--- config.mk ---
export PLATFORM = sky130hd
export DESIGN_NAME = multicycle_control_unit_flat
export DESIGN_NICKNAME = d
export VERILOG_FILES = /design/src/rtl/multicycle_control_unit_if.sv /design/src/rtl/multicycle_control_unit.sv /design/src/flat_wrapper.sv
export SDC_FILE = /design/constraint.sdc
export NUM_CORES = 1
export LEC_CHECK = 0
export CAP_MARGIN = 20
export CORE_MARGIN = 5
export CORE_UTILIZATION = 35
export CTS_CLUSTER_SIZE = 30
export DETAILED_ROUTE_END_ITERATION = 10
export GPL_ROUTABILITY_DRIVEN = 1
export GPL_TIMING_DRIVEN = 1
export PLACE_DENSITY_LB_ADDON = 0.2
export SYNTH_ARGS = -nofsm -noshare
export SYNTH_HDL_FRONTEND = slang
export SYNTH_SLANG_ARGS = --single-unit
--- constraint.sdc ---
create_clock -name clk -period 2.96 [get_ports clk]
set_input_delay 0.296 -clock clk [delete_from_list [all_inputs] [get_ports clk]]
set_output_delay 0.296 -clock clk [all_outputs]
set_load 0.005 [all_outputs]
--- src/rtl/multicycle_control_unit_if.sv ---
// Instruction-source, data-memory and datapath-strobe bundle of the multicycle control unit.
// master = control unit side, slave = datapath / instruction source side.
interface multicycle_control_unit_if #(
    parameter int OPCODELEN = 7,
    parameter int ALUOPLEN  = 3
);
    logic [OPCODELEN-1:0] opcode;
    logic                 instrValid;
    logic                 instrReady;
    logic                 memAck;
    logic                 trapClr;
    logic                 pcWri;
    logic                 irWri;
    logic                 branch;
    logic                 memRea;
    logic                 memWri;
    logic                 memToReg;
    logic                 aluSrc;
    logic                 regWri;
    logic [ALUOPLEN-1:0]  aluOp;
    logic                 illegal;
    logic                 busy;

    modport master (
        input  opcode, instrValid, memAck, trapClr,
        output instrReady, pcWri, irWri, branch, memRea, memWri,
               memToReg, aluSrc, regWri, aluOp, illegal, busy
    );

    modport slave (
        output opcode, instrValid, memAck, trapClr,
        input  instrReady, pcWri, irWri, branch, memRea, memWri,
               memToReg, aluSrc, regWri, aluOp, illegal, busy
    );
endinterface

--- src/rtl/multicycle_control_unit.sv ---
// Multicycle instruction sequencer: FETCH/DECODE/EXEC/MEM/WB/TRAP with per-state datapath strobes.
// Optional retired-instruction counter enabled by defining CU_RETIRE_CNT_EN.
module multicycle_control_unit #(
    parameter int OPCODELEN = 7,
    parameter int ALUOPLEN  = 3,
    parameter int CNTW      = 32
) (
    input  logic                        clk,
    input  logic                        rst,
    multicycle_control_unit_if.master   bus
`ifdef CU_RETIRE_CNT_EN
    ,
    output logic [CNTW-1:0]             retireCnt
`endif
);

    if (OPCODELEN < 7 || ALUOPLEN < 3 || CNTW < 1) begin : g_bad_param
        $error("multicycle_control_unit: OPCODELEN>=7, ALUOPLEN>=3, CNTW>=1 required");
    end

    localparam logic [6:0] OP_R      = 7'b0110011;
    localparam logic [6:0] OP_I      = 7'b0010011;
    localparam logic [6:0] OP_LOAD   = 7'b0000011;
    localparam logic [6:0] OP_STORE  = 7'b0100011;
    localparam logic [6:0] OP_BRANCH = 7'b1100011;
    localparam logic [6:0] OP_JAL    = 7'b1101111;
    localparam logic [6:0] OP_LUI    = 7'b0110111;

    typedef enum logic [2:0] {
        S_FETCH, S_DECODE, S_EXEC, S_MEM, S_WB, S_TRAP
    } state_e;

    typedef struct packed {
        logic       branch;
        logic       memRea;
        logic       memWri;
        logic       memToReg;
        logic       aluSrc;
        logic       regWri;
        logic       pcWri;
        logic       illegal;
        logic       busy;
        logic [2:0] aluOp;
    } strobe_t;

    state_e               state_q, state_d;
    logic [OPCODELEN-1:0] opcode_q, opcode_d;
    strobe_t              strb_q;
    logic                 fetch_hs;

    function automatic logic is_legal(input logic [OPCODELEN-1:0] opc);
        logic [OPCODELEN-1:0] hi;
        hi = opc >> 7;
        return (hi == '0) && (opc[6:0] inside {OP_R, OP_I, OP_LOAD, OP_STORE,
                                               OP_BRANCH, OP_JAL, OP_LUI});
    endfunction

    // Strobes are a pure function of (state, opcode); registering them from the
    // next-state values keeps them aligned with state_q.
    function automatic strobe_t decode_strobes(input state_e st, input logic [6:0] op);
        strobe_t s;
        s      = '0;
        s.busy = (st != S_FETCH);
        case (st)
            S_EXEC: begin
                case (op)
                    OP_R:              s.aluOp = 3'b010;
                    OP_I:              begin s.aluOp = 3'b011; s.aluSrc = 1'b1; end
                    OP_LOAD, OP_STORE: s.aluSrc = 1'b1;
                    OP_BRANCH:         begin s.aluOp = 3'b001; s.branch = 1'b1; end
                    OP_LUI:            begin s.aluOp = 3'b100; s.aluSrc = 1'b1; end
                    default:           s.aluOp = 3'b000;
                endcase
            end
            S_MEM: begin
                s.memRea = (op == OP_LOAD);
                s.memWri = (op == OP_STORE);
                s.aluSrc = 1'b1;
            end
            S_WB: begin
                s.regWri   = 1'b1;
                s.memToReg = (op == OP_LOAD);
                s.pcWri    = (op == OP_JAL);
            end
            S_TRAP:  s.illegal = 1'b1;
            default: s.busy = (st != S_FETCH);
        endcase
        return s;
    endfunction

    always_comb begin
        state_d  = state_q;
        opcode_d = opcode_q;
        case (state_q)
            S_FETCH: begin
                if (bus.instrValid) begin
                    state_d  = S_DECODE;
                    opcode_d = bus.opcode;
                end
            end
            S_DECODE: state_d = is_legal(opcode_q) ? S_EXEC : S_TRAP;
            S_EXEC: begin
                if (opcode_q[6:0] == OP_BRANCH)
                    state_d = S_FETCH;
                else if (opcode_q[6:0] == OP_LOAD || opcode_q[6:0] == OP_STORE)
                    state_d = S_MEM;
                else
                    state_d = S_WB;
            end
            S_MEM: begin
                if (bus.memAck)
                    state_d = (opcode_q[6:0] == OP_LOAD) ? S_WB : S_FETCH;
            end
            S_WB:    state_d = S_FETCH;
            S_TRAP:  if (bus.trapClr) state_d = S_FETCH;
            default: state_d = S_FETCH;
        endcase
    end

    always_ff @(posedge clk) begin
        if (rst) begin
            state_q  <= S_FETCH;
            opcode_q <= '0;
            strb_q   <= '0;
        end else begin
            state_q  <= state_d;
            opcode_q <= opcode_d;
            strb_q   <= decode_strobes(state_d, opcode_d[6:0]);
        end
    end

    // Only the fetch handshake strobes see instrValid/rst combinationally.
    assign fetch_hs       = (state_q == S_FETCH) && bus.instrValid && !rst;
    assign bus.instrReady = (state_q == S_FETCH) && !rst;
    assign bus.irWri      = fetch_hs;
    assign bus.pcWri      = fetch_hs | strb_q.pcWri;
    assign bus.branch     = strb_q.branch;
    assign bus.memRea     = strb_q.memRea;
    assign bus.memWri     = strb_q.memWri;
    assign bus.memToReg   = strb_q.memToReg;
    assign bus.aluSrc     = strb_q.aluSrc;
    assign bus.regWri     = strb_q.regWri;
    assign bus.illegal    = strb_q.illegal;
    assign bus.busy       = strb_q.busy;
    assign bus.aluOp      = ALUOPLEN'(strb_q.aluOp);

`ifdef CU_RETIRE_CNT_EN
    logic [CNTW-1:0] cnt_q;
    logic            retire;

    // A trapped instruction leaves TRAP without retiring.
    assign retire = (state_q == S_WB)
                 || (state_q == S_EXEC && opcode_q[6:0] == OP_BRANCH)
                 || (state_q == S_MEM && bus.memAck && opcode_q[6:0] == OP_STORE);

    always_ff @(posedge clk) begin
        if (rst)
            cnt_q <= '0;
        else if (retire)
            cnt_q <= cnt_q + 1'b1;
    end

    assign retireCnt = cnt_q;
`endif

endmodule

--- src/flat_wrapper.sv ---
// flat-port wrapper written by rule: the top's interface ports become plain ports
module multicycle_control_unit_flat 
#(
    parameter int OPCODELEN = 7,
    parameter int ALUOPLEN  = 3,
    parameter int CNTW      = 32
)
  (clk, rst, bus_opcode, bus_instrValid, bus_memAck, bus_trapClr, bus_instrReady, bus_pcWri, bus_irWri, bus_branch, bus_memRea, bus_memWri, bus_memToReg, bus_aluSrc, bus_regWri, bus_aluOp, bus_illegal, bus_busy);
  multicycle_control_unit_if #(.OPCODELEN(OPCODELEN), .ALUOPLEN(ALUOPLEN)) bus_i ();
  input  logic clk;
  input  logic rst;
  input wire logic [$bits(bus_i.opcode)-1:0] bus_opcode;
  input wire logic [$bits(bus_i.instrValid)-1:0] bus_instrValid;
  input wire logic [$bits(bus_i.memAck)-1:0] bus_memAck;
  input wire logic [$bits(bus_i.trapClr)-1:0] bus_trapClr;
  output wire logic [$bits(bus_i.instrReady)-1:0] bus_instrReady;
  output wire logic [$bits(bus_i.pcWri)-1:0] bus_pcWri;
  output wire logic [$bits(bus_i.irWri)-1:0] bus_irWri;
  output wire logic [$bits(bus_i.branch)-1:0] bus_branch;
  output wire logic [$bits(bus_i.memRea)-1:0] bus_memRea;
  output wire logic [$bits(bus_i.memWri)-1:0] bus_memWri;
  output wire logic [$bits(bus_i.memToReg)-1:0] bus_memToReg;
  output wire logic [$bits(bus_i.aluSrc)-1:0] bus_aluSrc;
  output wire logic [$bits(bus_i.regWri)-1:0] bus_regWri;
  output wire logic [$bits(bus_i.aluOp)-1:0] bus_aluOp;
  output wire logic [$bits(bus_i.illegal)-1:0] bus_illegal;
  output wire logic [$bits(bus_i.busy)-1:0] bus_busy;
  assign bus_i.opcode = bus_opcode;
  assign bus_i.instrValid = bus_instrValid;
  assign bus_i.memAck = bus_memAck;
  assign bus_i.trapClr = bus_trapClr;
  assign bus_instrReady = bus_i.instrReady;
  assign bus_pcWri = bus_i.pcWri;
  assign bus_irWri = bus_i.irWri;
  assign bus_branch = bus_i.branch;
  assign bus_memRea = bus_i.memRea;
  assign bus_memWri = bus_i.memWri;
  assign bus_memToReg = bus_i.memToReg;
  assign bus_aluSrc = bus_i.aluSrc;
  assign bus_regWri = bus_i.regWri;
  assign bus_aluOp = bus_i.aluOp;
  assign bus_illegal = bus_i.illegal;
  assign bus_busy = bus_i.busy;
  multicycle_control_unit #(.OPCODELEN(OPCODELEN), .ALUOPLEN(ALUOPLEN), .CNTW(CNTW)) u_core (.clk(clk), .rst(rst), .bus(bus_i));
endmodule
==> results.yml <==
setup_path:
  reg2reg_from: "u_core.state_q[2]"
  critPathLaunchType: "flop"
  crit_path_max_fanout: 9
  end_kind: "output port"
  critPathSlowestCell: "or4b_1"
  cp.required_ns: 2.66
  max_stage_delay_ns: 0.75
  worstSetupPathType: "flop to output port"
  critPathLaunch: "u_core.state_q[2]"
  crit_arrival_ns: 2.32
  crit_chain: "or4b_1, nor2_1, or2_2, clkdlybuf4s50_1"
routing:
  drc: 0
  wl_per_cell_um: 13.52
  routed-via-count: 1050
  dr.first_iter.drc_count: 54
  ant_nets: 0
  first_pass_iters: 4
  finalWirelength_mm: 2.717
  viasPerCell: 5.224
logic_synthesis:
  yosys_warnings: 0
  synth-edff-count: 0
  synth.distinct_cells: 41
  ys_seq_area_share_pct: 37.93
  syn_inst: 136
  synthesis.area_um2: 1161
  syn_area_per_cell_um2: 8.538
  ys_seq_elements: 22
  syn-num-nets: 148
  synthFlopType: "dfxtp_1"
  async_flop_share_pct: 0
hold_path:
  hold_start: "u_core.opcode_q[2]"
  hp-class: "flop to flop"
sta:
  max_freq_mhz: 382.8
  min_period_ns: 2.612
  relSlewSlack_pct: 60.75
  finalClockSkew_ns: 0.005226
  slew_violations: 0
  timing.final.crit_share_pct: 88.24
  setup_viol: 0
  finalSetupTns_ns: 0
  rsz0062_at_grt: "no"
  hold_viol_final: 0
  worstMarginPinSlew_ns: 0.5848
job:
  cap_violations: 0
clock_network:
  cts_buffer_depth: 2
  ctsHtreeMaxLevel: 1
  ctsHoldBuffers: 0
  cts.clk_slew.worst_paths_ns: 0.13
  postCtsSetupBuffers: 0
  cts_resized: 0
  cts_buffers: 3
  cts_tree: "done"
  root_buffer: "clkbuf_4"
  clock_latency_ns: 0.32
  cts_sinks: 22
grt:
  grt-ovfl-total: 0
  grt_pass1_vias: 968
  grt_antenna_before_repair: 0
  grt_max_degree: 14
  gr-usage-all-layers_pct: 13.33
  grt_first_pass_wirelength_mm: 4.581
place:
  hpwl_mm: 2.096
  gp_congestion: 0.9440
  portBuffers: 25
layout:
  final_common_cell: "clkdlybuf4s50_1"
  antennaDiodeCount: 0
  largest_reg_flops: 7
  fillers: 322
  area_growth_pct: 25.65
  drive_gt1_share_pct: 9.677
  top_register: "u_core.opcode_q"
  mostFrequentLayoutCells: "25 x clkdlybuf4s50_1, 22 x dfxtp_1, 14 x nand2_1"
  final_util_pct: 44.42
  num-nets-final: 168
floorplanning:
  core-area_um2: 3284
  die_height_um: 67.60
  dieArea_um2: 4569
  ios: 26
  start_util_pct: 35.35
  row_count: 21
  die_width_um: 67.60
run_status:
  status: "finished clean"
power_and_ir_drop:
  pwr_density_cell_nw_per_um2: 466.7
  peakVddDrop_mv: 0.1593
  p_leak_nw: 0.5028
## layout make-up
class,instances,area (µm²),area share (%)
Multi-Input combinational cell,97,620.6,42.54
Sequential cell,22,440.4,30.19
Clock buffer,3,22.52,1.544
Inverter,4,15.01,1.029
Clock inverter,1,30.03,2.058
Tap cell,46,57.56,3.945
Timing Repair Buffer,28,272.8,18.70
## where the power goes
| group | leakage [nW] | internal [mW] | switching (mW) |
|---|---|---|---|
| clock | 0.0279 | 0.137 | 0.0968 |
| combinational | 0.296 | 0.0609 | 0.0573 |
| sequential | 0.179 | 0.309 | 0.0198 |
| total | 0.503 | 0.507 | 0.174 |
## kinds of logic (layout without fill, tap and decap cells)
logic type	count (synthesis)	count (layout)	synth area share, %
and+or+nand+nor	66	66	33.94
muxes	6	6	5.388
AOI/OAI and AO/OA	25	25	14.12
DFF	22	22	37.93
buffers and inverters	17	36	8.620
## worst max-delay path: cells and delay by family (launching register included)
kind | cells | cell delay (ns)
buf+inv | 1 | 0.48
simple gates | 3 | 1.07
flops | 1 | 0.45
## worst paths after layout
check,end,slack (ns),cells past startpoint
setup / recovery,bus_pcWri,0.35,4
hold / removal,u_core.opcode_q[2],0.51,2
hold reg to reg,u_core.opcode_q[2],0.51,2
setup reg to reg,u_core.strb_q[5],0.58,5
## synthesized netlist by cell type, types with 3 or more instances
cell type	n	area share (%)
mux2i_1	4	3.4
nor2_1	12	3.9
clkbuf_1	5	1.6
nand3_1	6	2.6
nand3b_1	3	1.9
dfxtp_1	22	38
nand2b_1	5	2.7
a21oi_1	12	5.2
buf_4	3	1.9
buf_6	3	2.9
inv_1	4	1.3
nor4_1	6	3.2
nand2_1	14	4.5
## through the flow
step,area [µm²],worst slack (ns),hold WS (ns),total power [mW],instances
CTS,1459,0.3590,0.5089,0.6819,201
detailed placement,1406,0.3396,0.4911,0.4522,197
global route,1459,0.2542,0.5436,0.7158,201
finish,1459,0.3480,0.5060,0.6808,201
global placement,1406,0.3842,0.4777,0.4516,197
floorplan,1161,0.8122,0.4320,0.4055,136
## layer usage
| metal | part of all wire (%) | track usage, % | vias up |
|---|---|---|---|
| met4 | 1.6 | 4.557 | 0 |
| met2 | 48 | 21.63 | 24 |
| li1 | - | - | 525 |
| met3 | 4.1 | 2.995 | 5 |
| met5 | 0 | 0 | - |
| met1 | 46 | 17.25 | 496 |
(Power assumes the default switching activity.)
